## src/rtl/dff_register_arbiter.sv

```systemverilog
// Round-robin arbiter guarding a shared DFF register bank: grant, settle HOLD_CYCLES, write, ack, wait for release.
// Grant appears 1 edge after request; q/ack update HOLD_CYCLES edges after the request is sampled; all outputs are flops.
module dff_register_arbiter #(
  parameter int NUM_REQ     = 4,
  parameter int DATA_WIDTH  = 4,
  parameter int HOLD_CYCLES = 2,
  localparam int OW = (NUM_REQ > 1) ? $clog2(NUM_REQ) : 1
) (
  input  logic                          input_clock1_1,
  input  logic                          input_reset_n,
  input  logic [NUM_REQ-1:0]            input_req,
  input  logic [NUM_REQ*DATA_WIDTH-1:0] input_data,
  output logic [NUM_REQ-1:0]            output_grant,
  output logic [NUM_REQ-1:0]            output_ack,
  output logic [DATA_WIDTH-1:0]         output_q,
  output logic [DATA_WIDTH-1:0]         output_qn,
  output logic                          output_busy,
  output logic [OW-1:0]                 output_owner
);

  typedef enum logic [1:0] {
    ST_IDLE    = 2'd0,
    ST_GRANT   = 2'd1,
    ST_WRITE   = 2'd2,
    ST_RELEASE = 2'd3
  } state_t;

  state_t                r_state;
  logic [3:0]            r_cnt;
  logic [OW-1:0]         r_owner;
  logic [OW-1:0]         r_last_owner;
  logic [NUM_REQ-1:0]    r_grant;
  logic [NUM_REQ-1:0]    r_ack;
  logic [DATA_WIDTH-1:0] r_q;
  logic [DATA_WIDTH-1:0] r_qn;
  logic                  r_busy;

  logic                  w_any;
  logic [OW-1:0]         w_sel;
  logic [NUM_REQ-1:0]    w_sel_oh;
  logic [NUM_REQ-1:0]    w_owner_oh;
  logic                  w_owner_req;
  logic [DATA_WIDTH-1:0] w_slices [NUM_REQ];

  // Scan starts just past the last owner, so a freshly served or aborted requester goes to the back.
  always_comb begin
    w_any = 1'b0;
    w_sel = '0;
    for (int k = 1; k <= NUM_REQ; k++) begin
      int idx;
      idx = (int'(r_last_owner) + k) % NUM_REQ;
      if (!w_any && input_req[OW'(idx)]) begin
        w_any = 1'b1;
        w_sel = OW'(idx);
      end
    end
  end

  always_comb begin
    for (int i = 0; i < NUM_REQ; i++) begin
      w_slices[i] = input_data[i*DATA_WIDTH +: DATA_WIDTH];
    end
  end

  assign w_sel_oh    = NUM_REQ'(1) << w_sel;
  assign w_owner_oh  = NUM_REQ'(1) << r_owner;
  assign w_owner_req = input_req[r_owner];

  always_ff @(posedge input_clock1_1 or negedge input_reset_n) begin
    if (!input_reset_n) begin
      r_state      <= ST_IDLE;
      r_cnt        <= '0;
      r_owner      <= '0;
      r_last_owner <= OW'(NUM_REQ - 1);
      r_grant      <= '0;
      r_ack        <= '0;
      r_q          <= '0;
      r_qn         <= '1;
      r_busy       <= 1'b0;
    end else begin
      case (r_state)
        ST_IDLE: begin
          if (w_any) begin
            r_owner      <= w_sel;
            r_last_owner <= w_sel;
            r_grant      <= w_sel_oh;
            r_cnt        <= '0;
            r_busy       <= 1'b1;
            r_state      <= ST_GRANT;
          end
        end
        ST_GRANT: begin
          if (!w_owner_req) begin
            r_grant <= '0;
            r_busy  <= 1'b0;
            r_state <= ST_IDLE;
          end else if (r_cnt == 4'(HOLD_CYCLES - 1)) begin
            r_q     <= w_slices[r_owner];
            r_qn    <= ~w_slices[r_owner];
            r_ack   <= w_owner_oh;
            r_state <= ST_WRITE;
          end else begin
            r_cnt <= r_cnt + 4'd1;
          end
        end
        ST_WRITE: begin
          r_ack   <= '0;
          r_grant <= '0;
          r_state <= ST_RELEASE;
        end
        ST_RELEASE: begin
          // Other requesters wait until the owner lets go; no re-arbitration from here.
          if (!w_owner_req) begin
            r_busy  <= 1'b0;
            r_state <= ST_IDLE;
          end
        end
        default: begin
          r_state <= ST_IDLE;
        end
      endcase
    end
  end

  assign output_grant = r_grant;
  assign output_ack   = r_ack;
  assign output_q     = r_q;
  assign output_qn    = r_qn;
  assign output_busy  = r_busy;
  assign output_owner = r_owner;

endmodule

```

## config.mk

```make
export PLATFORM = sky130hd
export DESIGN_NAME = dff_register_arbiter
export DESIGN_NICKNAME = d
export VERILOG_FILES = /design/src/rtl/dff_register_arbiter.sv
export SDC_FILE = /design/constraint.sdc
export NUM_CORES = 1
export LEC_CHECK = 0
export ABC_AREA = 1
export ABC_CLOCK_PERIOD_IN_PS = 3100
export CAP_MARGIN = 25
export CELL_PAD_IN_SITES_DETAIL_PLACEMENT = 0
export CELL_PAD_IN_SITES_GLOBAL_PLACEMENT = 1
export CORE_AREA = 2 2 70 72
export CTS_CLUSTER_SIZE = 24
export DETAILED_ROUTE_END_ITERATION = 8
export DIE_AREA = 0 0 72 74
export GPL_TIMING_DRIVEN = 0
export PLACE_DENSITY = 0.92
export SYNTH_ARGS = -nofsm -noshare
export SYNTH_HDL_FRONTEND = slang
export SYNTH_SLANG_ARGS = --single-unit
```

## constraint.sdc

```tcl
create_clock -name input_clock1_1 -period 3.1 [get_ports input_clock1_1]
set_clock_uncertainty 0.2 [all_clocks]
set_input_delay 0.31 -clock input_clock1_1 [delete_from_list [all_inputs] [get_ports input_clock1_1]]
set_output_delay 0.31 -clock input_clock1_1 [all_outputs]
set_load 0.02 [all_outputs]
```

* After elaboration in Yosys (flattened, before gate mapping)
Cells that the tools add are included.
** Storage, ports and cells
- Register bits :: 27
- Bits in latches :: 0
- Bits in writable memories :: 0
- Memory bits (read-only) :: 0
- Word-level logic and storage cells :: 98
- Memories :: 0
** Operators by class
- $add $sub $neg :: 5
- Multipliers :: 0
- Divide/modulo/power cells :: 0
- $lt $le $gt $ge :: 6
- Equal/unequal tests :: 12
- Shift-type cells :: 2
- Muxes and demuxes :: 43
- Bitwise gates (word level) :: 2
- Reductions and logical operators :: 19
** Operators by type and width (number)
- 4-bit 2-to-1 mux :: 9
- 2-bit by 4-bit less-than comparator with 1-bit output, second input constant :: 4
- 2-bit 2-to-1 mux :: 8
- 4-bit one-hot mux with 2 select lines :: 2
- 1-bit 2-to-1 mux :: 15
- 3-bit AND reduction :: 5
- 2-bit != test, second input constant :: 7
- 4-bit one-hot mux with 3 select lines :: 1
- 1-bit binary-select mux with 2-bit select :: 5
- 4-bit binary-select mux with 2-bit select :: 1
- 2-bit one-hot mux with 4 select lines :: 1
- 1-bit by 2-bit << shifter with 4-bit output, first input constant :: 2
- 2-bit nonzero test :: 3
- 2-bit by 1-bit adder with 2-bit output, second input constant :: 2
- 2-bit adder, second input constant :: 2
- 4-bit by 1-bit adder with 4-bit output, second input constant :: 1
- 2-bit equality test, second input constant :: 2
- 4-bit by 1-bit equality test with 1-bit output, second input constant :: 1
- 4-bit inverter :: 1
- 4-bit AND reduction :: 1
- 3-bit greater-or-equal comparator, second input constant :: 1
- 1-bit logical AND :: 3
- 1-bit logical NOT :: 3
- 2-bit by 3-bit less-than comparator with 1-bit output, second input constant :: 1
- 8 further kinds :: 8

* Logic depth before layout (Yosys ltp)
Gate-level depths: netlist of run 1.
- Depth after elaboration :: 17
- Gate-level depth with buffers :: 13

* Worst setup path after synthesis of run 1
No wires, ideal clock.
- Path kind :: input to register
- From :: in r_last_owner[0]
- To :: reg r_grant[0] (netlist: output_grant[0])
- Data arrival time :: 1.522 ns
- Data required time :: 2.782 ns
- Setup slack :: 1.261 ns
- Cell stages on the path :: 13
- Buffers on the path :: 1
- Cell sequence :: dfstp_2 -> buf_4 -> inv_2 -> nand2_1 -> nand2_1 -> nand2_1 -> nand2_1 -> nor2_2 -> nand4_2 -> nand2_1 -> nor2_1 -> nand3_1 -> nand2_1
** Between the ends
- Word-level cells in the longest chain between the ends :: 17
** RTL lines
- start: declaration :: RTL line 31 : logic [OW-1:0] r_last_owner;
- 2-bit by 1-bit adder with 2-bit output :: RTL line 51 : idx = (int'(r_last_owner) + k) % NUM_REQ;
- 1-bit binary-select mux with 2-bit select :: RTL line 52 : if (!w_any && input_req[OW'(idx)]) begin
- 1-bit 2-to-1 mux (not written as such) (2 in a row) :: RTL line 52
- 1-bit 2-to-1 mux :: RTL line 52
- 1-bit logical NOT :: RTL line 52
- 1-bit logical AND :: RTL line 52
- 1-bit 2-to-1 mux :: RTL line 52
- 1-bit logical NOT :: RTL line 52
- 1-bit logical AND :: RTL line 52
- 1-bit 2-to-1 mux :: RTL line 52
- 1-bit logical NOT :: RTL line 52
- 1-bit logical AND :: RTL line 52
- 2-bit 2-to-1 mux :: RTL line 52
- 1-bit by 2-bit << shifter with 4-bit output :: RTL line 65 : assign w_sel_oh = NUM_REQ'(1) << w_sel;
- 4-bit 2-to-1 mux :: RTL line 83 : if (w_any) begin
- 4-bit one-hot mux with 3 select lines :: RTL line 81 : case (r_state)
- end signal: assignment :: RTL line 86 : r_grant <= w_sel_oh;
- end: declaration :: RTL line 32 : logic [NUM_REQ-1:0] r_grant;
Several ways; a longest one is shown, not always the timed one. The select of a mux whose other input is x is not followed.
A chain may end at the register's enable or synchronous reset.

* Final worst setup path of run 1
- From :: in r_last_owner[0]
- To :: reg r_grant[2] (netlist: output_grant[2])
The elaborated chain is that of the path after synthesis.

==> results.json, run 1 <==
{
  "portBuffers": 40,
  "nets": 299,
  "criticalPathCategory": "register to register",
  "synth.distinct_cells": 25,
  "syn_to_final_growth_pct": 32.80,
  "p_leak_nw": 1.081,
  "syn_inst": 224,
  "antenna_found_initial": 0,
  "tightest_slew_ps": 604.5,
  "vias": 1533,
  "start_kind": "register",
  "cts-root-buf": "clkbuf_8",
  "layout_common_cells": "92 x nand2_1, 40 x clkdlybuf4s50_1, 21 x dfrtp_1",
  "crit_arrival_ps": 2070,
  "row_count": 25,
  "clk_path_buf_depth": 2,
  "end_kind": "register",
  "powerDensity_mw_per_mm2": 1022,
  "drive_gt1_share_pct": 10.78,
  "maxSlewHeadroom_pct": 59.57,
  "post_cts_resized": 0,
  "path_clk_slew_ps": 90,
  "finalSetupViolations": 0,
  "min_period_over_period_pct": 67.87,
  "cts.sinks": 27,
  "wirelength_um": 3752,
  "route.antenna.remaining_nets": 0,
  "dr.first_iter.drc_count": 95,
  "diodes": 0,
  "worstPathRequired_ps": 3070,
  "avgSynthCellArea_sq_um": 7.356,
  "syn_nets": 253,
  "dieWidth_um": 72,
  "hold_viol": 0,
  "route.detailed.drc": 0,
  "cts_max_level": 1,
  "tritoncts": "done",
  "grt_pass1_vias": 1440,
  "fin_tns_setup_ps": 0,
  "hpwl_um": 3005,
  "pin_count": 41,
  "critPathMaxFanout": 10,
  "cap_violations": 0,
  "vdd_ir_drop_max_uv": 283.4,
  "outcome": "complete, no violations",
  "post-cts-setup-buffers": 0,
  "grt_pass1_wl_um": 6672,
  "wl_per_cell_um": 11.62,
  "grtUsageTotal_pct": 15.69,
  "ys_ff_latch": 27,
  "drv_slew": 0,
  "timing.fmax_ghz": 0.4753,
  "grt_max_degree": 17,
  "die_area_sq_mm": 0.005328,
  "hold_class": "input port to asynchronous set/reset pin",
  "cts_made_buffers": 3,
  "clk_latency_ps": 270,
  "coreArea_sq_mm": 0.004598,
  "gr-total-overflow": 0,
  "period_needed_ps": 2104,
  "syn_area_sq_mm": 0.001648,
  "die_h_um": 74,
  "yosys_warnings": 0,
  "total_power_mw": 2.235,
  "place_congestion": 0.8802,
  "viasPerCell": 4.746,
  "drt_pass1_iterations": 4,
  "hold_buffers": 0,
  "initial_utilization_pct": 35.84,
  "grt_setup_unrepaired": "no",
  "final_common_cell": "nand2_1",
  "ys_seq_area_share_pct": 41.46
}
cell type report:
| cell class | count | area [sq um] |
|---|---|---|
| Buffer | 3 | 20.02 |
| Clock buffer | 4 | 45.04 |
| Fill cell | 482 | 2410 |
| Inverter | 23 | 86.33 |
| Multi-Input combinational cell | 171 | 858.3 |
| Sequential cell | 27 | 683.2 |
| Tap cell | 54 | 67.56 |
| Timing Repair Buffer | 41 | 427.9 |
stage by stage:
step	instances	cell area (sq um)	worst slack, ps	utilization, %	hold slack (ps)
6_report	323	2188	996.1	47.59	210.5
5_1_grt	323	2188	745.3	47.59	265.1
3_3_place_gp	318	2116	927.0	46.01	249.8
3_5_place_dp	319	2143	943.7	46.61	250.1
2_1_floorplan	224	1648	1261	-	-185.6
4_1_cts	323	2188	987.4	47.59	231.4
registers in the layout, indices dropped and copies added, names as in the netlist, named ones only:
signal and flops:
output_ack 4, output_grant 4, output_q 4, output_qn 4
r_cnt 4, output_owner 2, r_last_owner 2, output_busy 1
r_state 1
critical path, cell delays in order (launching register included):
cell     delay, ps
dfstp_2        530
buf_4          160
inv_2           90
nand2_1        100
nand2_1         50
nand2_1         50
nand2_1         90
nor2_2         180
nand4_2        170
nand2_1        190
nor2_1          70
nand3_1         60
nand2_1         50
final timing paths:
check	startpoint	slack (ps)	cells past startpoint	endpoint
max	r_last_owner[0]$_DFFE_PN1P_	1000	12	output_grant[2]$_DFFE_PN0P_
min	input_reset_n	210	1	output_q[0]$_DFFE_PN0P_
max reg2reg	r_last_owner[0]$_DFFE_PN1P_	1000	12	output_grant[2]$_DFFE_PN0P_
min reg2reg	output_qn[0]$_DFFE_PN1P_	260	2	output_qn[0]$_DFFE_PN1P_
max in group asynchronous	input_reset_n	1910	2	r_last_owner[0]$_DFFE_PN1P_
min in group input_clock1_1	output_qn[0]$_DFFE_PN1P_	260	2	output_qn[0]$_DFFE_PN1P_
cells in the mapped netlist:
cell      instances  share of area, %
and2_1            1              0.38
buf_4             2              0.91
o21a_1            4               1.8
nand2_1          92                21
dfstp_2           6               9.6
nand3_1          17               5.2
or2_0             1              0.38
nand4_2           1              0.76
nand2_2           3               1.1
o21ai_0           8               2.4
inv_2             5               1.1
dfrtp_1          21                32
ha_1              7               5.3
a21oi_1           3              0.91
o21ai_1           9               2.7
buf_2             1              0.30
xor2_1            2               1.1
nor2_1           10               2.3
inv_1            18               4.1
nand4_1           2              0.76
nor2_2            4               1.5
or2_2             1              0.38
nor2_4            1              0.68
a221oi_1          4               2.1
nand4_4           1               1.3
metal layers:
metal	part of all wire [%]	up-vias	global-route usage [%]
met2	53	26	28.81
met5	0	-	0
met1	44	699	19.59
met4	0.91	0	3.774
met3	2.0	4	2.168
li1	-	804	-
report_power, final:
| group | internal [mW] | switching (mW) |
|---|---|---|
| sequential | 0.524 | 0.0987 |
| combinational | 0.551 | 0.862 |
| clock | 0.0921 | 0.108 |
cell families (layout without fill, tap and decap cells):
family | count (synthesis) | count (layout) | share of synthesized area, %
AO/OA/AOI/OAI | 28 | 28 | 10.02
XOR/XNOR | 2 | 2 | 1.063
adder cells (fa/ha/maj) | 7 | 7 | 5.315
buffers and inverters | 26 | 71 | 6.453
flip-flops | 27 | 27 | 41.46
AND/OR/NAND/NOR | 134 | 134 | 35.69
Power figures use the tool's default switching activity.
==> inputs of run 2 (changes only) <==
- ABC_CLOCK_PERIOD_IN_PS: 3100 -> 1700
- CORE_AREA: 2 2 70 72 -> 2 2 76 78
- DIE_AREA: 0 0 72 74 -> 0 0 78 80
- PLACE_DENSITY: 0.92 -> 0.84
- clock period: 3.1 -> 1.7 ns (I/O delays scaled with it)
==> results.json, run 2 (synthesis results as in run 1) <==
{
  "maxSlewHeadroom_pct": 56.07,
  "path_buf_inv": 3,
  "viasPerCell": 4.576,
  "syn_to_final_growth_pct": 63.40,
  "drt_pass1_iterations": 4,
  "cts.sinks": 27,
  "fin_tns_setup_ps": -3167,
  "timing.hold.ws_ps": 95.98,
  "vias": 1661,
  "fin_cells": 363,
  "path_clk_slew_ps": 90,
  "cts_made_buffers": 3,
  "worstPathRequired_ps": 1660,
  "place_congestion": 0.7785,
  "finalSetupViolations": 21,
  "final_core_util_pct": 49.81,
  "grt_pass1_wl_um": 7458,
  "pin_count": 41,
  "tightest_slew_ps": 656.9,
  "cp_slowest_cell": "dfstp_2",
  "tritoncts": "done",
  "dr.first_iter.drc_count": 57,
  "criticalPathCategory": "register to register",
  "crit_path_max_incr_delay_ps": 530,
  "cts-root-buf": "clkbuf_8",
  "cpMostUsedCell": "nand2_2",
  "dieWidth_um": 78,
  "hold_class": "input port to asynchronous set/reset pin",
  "die_area_sq_mm": 0.006240,
  "clk_path_buf_depth": 2,
  "grt_max_degree": 15,
  "drive_gt1_share_pct": 40.21,
  "r2r_cells": 12,
  "cap_violations": 0,
  "portBuffers": 40,
  "p_leak_nw": 1.290,
  "hold_buffers": 0,
  "total_power_mw": 5.392,
  "final_area_sq_mm": 0.002693,
  "route.detailed.drc": 0,
  "start_kind": "register",
  "die_h_um": 80,
  "gr-total-overflow": 0,
  "min_period_over_period_pct": 113.9,
  "timing.fmax_ghz": 0.5163,
  "grt_setup_unrepaired": "yes",
  "layout_common_cells": "54 x nand2_1, 34 x nand2_2, 34 x clkdlybuf4s50_1",
  "post_dp_cell_area_sq_mm": 0.002206,
  "violations": "negative setup slack",
  "clk_latency_ps": 270,
  "place_inst": 337,
  "wl_per_cell_um": 12.42,
  "drv_slew": 0,
  "diodes": 0,
  "initial_utilization_pct": 30.49,
  "crit_family": "simple AND/OR/NAND/NOR gates",
  "crit_cells": 12,
  "cts_max_level": 1,
  "hpwl_um": 3101,
  "nets": 321,
  "end_kind": "register",
  "outcome": "finished, violations left",
  "crit_arrival_ps": 1900,
  "route.antenna.remaining_nets": 0,
  "wirelength_um": 4507,
  "pre_cts_ws_ps": -307.3,
  "row_count": 27,
  "critPathMaxFanout": 8,
  "grtUsageTotal_pct": 14.94,
  "vdd_ir_drop_max_uv": 752.8,
  "cp_cell_sequence": "buf_6 -> inv_8 -> nand2_4 -> nand2_2 -> nand2_2 -> nand2_2 -> nor2_4 -> nand4_4 -> nand2_2 -> inv_4 -> nand3_2 -> o21ai_1",
  "coreArea_sq_mm": 0.005405,
  "antenna_found_initial": 0,
  "final_common_cell": "nand2_1",
  "setup_slack_ps": -237.0,
  "grt_pass1_vias": 1693,
  "period_needed_ps": 1937,
  "powerDensity_mw_per_mm2": 2003,
  "hold_viol": 0
}
## run 2: cell types whose count changed in the layout (fill, tap and decap cells not counted), sizes merged
cell / previous run / this run
clkdlybuf4s50: 40 / 34
dlygate4sd2: 0 / 6
buf: 4 / 26
## run 2: cell type report
class                   count  area (sq um)
clock buffers               4         45.04
flip-flops and latches     27         685.7
multi-input cells         171          1139
inverters                  23         98.84
well taps                  72         90.09
repair buffers             63         600.6
fillers                   537          2713
plain buffers               3         33.78
## run 2: final timing paths
path	start	end	slack, ps
setup / recovery	r_last_owner[0]$_DFFE_PN1P_	r_cnt[0]$_DFFE_PN0P_	-240
hold / removal	input_reset_n	output_ack[1]$_DFFE_PN0P_	100
setup reg to reg	r_last_owner[0]$_DFFE_PN1P_	r_cnt[0]$_DFFE_PN0P_	-240
hold reg to reg	output_qn[0]$_DFFE_PN1P_	output_qn[0]$_DFFE_PN1P_	270
max in group asynchronous	input_reset_n	r_last_owner[1]$_DFFE_PN1P_	590
min in group input_clock1_1	output_qn[0]$_DFFE_PN1P_	output_qn[0]$_DFFE_PN1P_	270
## run 2: where the power goes
group / total, mW / internal [mW] / switching, mW
Combinational: 3.86 / 1.66 / 2.20
Sequential: 1.17 / 0.962 / 0.208
Clock: 0.363 / 0.168 / 0.195
Total: 5.39 / 2.79 / 2.60
## run 2: layer usage
metal | routed length [um] | GRT usage [%] | vias up
li1 | - | - | 852
met1 | 2041 | 18.32 | 771
met2 | 2217 | 27.16 | 36
met3 | 220 | 2.602 | 2
met4 | 27 | 3.684 | 0
met5 | 0 | 0 | -
## run 2: timing repair
| action | 4_1_cts | 5_1_grt |
|---|---|---|
| pin swaps | 17 | 4 |
| setup buffers | 18 | 3 |
| setup endpoints to repair | 32 | 27 |
| resized for setup | 60 | 30 |
| gates cloned | 1 | 0 |
==> inputs of run 3 (changes only) <==
- PLACE_DENSITY: 0.84 -> not set
- PLACE_DENSITY_LB_ADDON: not set -> 0.1
==> results.json, run 3 (synthesis results as in run 1) <==
{
  "cts-root-buf": "clkbuf_8",
  "clk_latency_ps": 280,
  "dieWidth_um": 78,
  "grt_pass1_vias": 1635,
  "swShare_pct": 47.41,
  "cp_cell_sequence": "buf_8 -> inv_8 -> nand2_2 -> nand2_2 -> nand2_2 -> nand2_4 -> nor2_4 -> nand4_4 -> nand2_4 -> inv_6 -> nand3_2 -> o21ai_1",
  "place_inst": 337,
  "nets": 325,
  "cts.sinks": 27,
  "antenna_found_initial": 0,
  "layout_common_cells": "57 x nand2_1, 34 x clkdlybuf4s50_1, 33 x nand2_2",
  "grt_pass1_wl_um": 7831,
  "criticalPathCategory": "register to register",
  "p_leak_nw": 1.270,
  "cap_violations": 0,
  "grtUsageTotal_pct": 15.79,
  "initial_utilization_pct": 30.49,
  "vias": 1643,
  "p_clk_share_pct": 7.2,
  "p_comb_share_pct": 70.6,
  "outcome": "finished, violations left",
  "cts_max_level": 1,
  "grt_setup_unrepaired": "yes",
  "crit_arrival_ps": 1930,
  "setup_slack_ps": -252.8,
  "portBuffers": 40,
  "cts_made_buffers": 3,
  "place_congestion": 0.7704,
  "tightest_slew_ps": 760.4,
  "hpwl_um": 3198,
  "dr.first_iter.drc_count": 32,
  "die_area_sq_mm": 0.006240,
  "start_kind": "register",
  "fillers": 554,
  "min_period_over_period_pct": 114.9,
  "final_core_util_pct": 49.79,
  "timing.fmax_ghz": 0.5121,
  "drv_slew": 0,
  "wl_per_cell_um": 12.48,
  "end_kind": "register",
  "final_common_cell": "nand2_1",
  "critPathMaxFanout": 8,
  "seq_power_share_pct": 22.2,
  "pin_count": 41,
  "die_h_um": 80,
  "total_power_mw": 5.321,
  "viasPerCell": 4.477,
  "powerDensity_mw_per_mm2": 1977,
  "worstPathRequired_ps": 1680,
  "reg2reg_slack_ps": -250,
  "p_int_mw": 2.798,
  "coreArea_sq_mm": 0.005405,
  "gr-total-overflow": 0,
  "power_switching_mw": 2.523,
  "fin_tns_setup_ps": -3517,
  "drive_gt1_share_pct": 37.29,
  "syn_to_final_growth_pct": 63.33,
  "tritoncts": "done",
  "diodes": 0,
  "route.antenna.remaining_nets": 0,
  "cp_slowest_cell": "dfstp_2",
  "timing.hold.ws_ps": 134.3,
  "period_needed_ps": 1953,
  "hold_class": "input port to asynchronous set/reset pin",
  "hold_viol": 0,
  "violations": "negative setup slack",
  "fin_cells": 367,
  "wirelength_um": 4579,
  "route.detailed.drc": 0,
  "grt_max_degree": 17,
  "drt_pass1_iterations": 4,
  "finalSetupViolations": 22,
  "cpMostUsedCell": "nand2_2",
  "clk_path_buf_depth": 2,
  "maxSlewHeadroom_pct": 49.15,
  "path_clk_slew_ps": 100,
  "vdd_ir_drop_max_uv": 989.9,
  "crit_path_max_incr_delay_ps": 570,
  "row_count": 27
}
[run 3: cell count changes in the layout (fill, tap and decap cells not counted), moves of 2 or more]
cell,delta
nand2_4,-2
o21ai_1,+4
a21oi_2,-2
nand3_1,+3
nand3_2,-3
clkinvlp_4,+2
o21ai_2,-5
buf_4,+4
inv_4,-2
nand2_1,+3
[run 3: area by class of cell]
class	count	area, sq um	area share [%]
Multi-Input combinational cell	171	1089	40.45
Sequential cell	27	685.7	25.48
Timing Repair Buffer	67	638.1	23.71
Inverter	23	102.6	3.812
Tap cell	72	90.09	3.347
Clock buffer	3	41.29	1.534
Buffer	3	37.54	1.395
Clock inverter	1	7.507	0.2789
[run 3: timing repair]
action                     in CTS  in global routing
setup buffers                  19                  5
gates resized for setup        52                 24
cloned                          2                  0
setup endpoints to repair      33                 27
pin swaps                      20                  4
hold buffers                    0                  0
[run 3: worst paths after layout]
path,startpoint,to,depth (start not counted)
max reg2reg,r_last_owner[0]$_DFFE_PN1P_,r_cnt[0]$_DFFE_PN0P_,12
max in group asynchronous,input_reset_n,output_qn[1]$_DFFE_PN1P_,2
min in group input_clock1_1,output_qn[0]$_DFFE_PN1P_,output_qn[0]$_DFFE_PN1P_,2
min reg2reg,output_qn[0]$_DFFE_PN1P_,output_qn[0]$_DFFE_PN1P_,2
max,r_last_owner[0]$_DFFE_PN1P_,r_cnt[0]$_DFFE_PN0P_,12
min,input_reset_n,output_busy$_DFFE_PN0P_,1
[run 3: critical path, delay by kind of cell (launching register included)]
kind | cells | cell delay, ps
AOI/OAI and AO/OA | 1 | 50
buffers and inverters | 3 | 230
DFF | 1 | 570
and+or+nand+nor | 8 | 790
[run 3: power by group through the flow]
stage                     Clock [mW]  Combinational, mW  Sequential (mW)
after floorplan                    0               1.68             1.38
after global placement             0               2.74             1.17
after detailed placement           0               2.74             1.18
after CTS                      0.405               3.48             1.18
after global routing           0.432               4.16             1.22
final                          0.383               3.76             1.18
[run 3: metrics by stage]
step / area, sq um / setup slack (ps)
finish: 2691 / -252.8
global route: 2691 / -381.5
CTS: 2571 / -233.5
detailed placement: 2206 / -340.0
global placement: 2191 / -361.5
floorplan: 1700 / -105.9
[run 3: per-layer routing]
metal	GRT usage, %	part of all wire, %	wire length, um	vias to the layer above
li1	-	-	-	863
met3	2.602	2.1	95	2
met5	0	0	0	-
met4	2.632	0.50	23	0
met1	19.94	45	2063	761
met2	28.71	52	2397	17
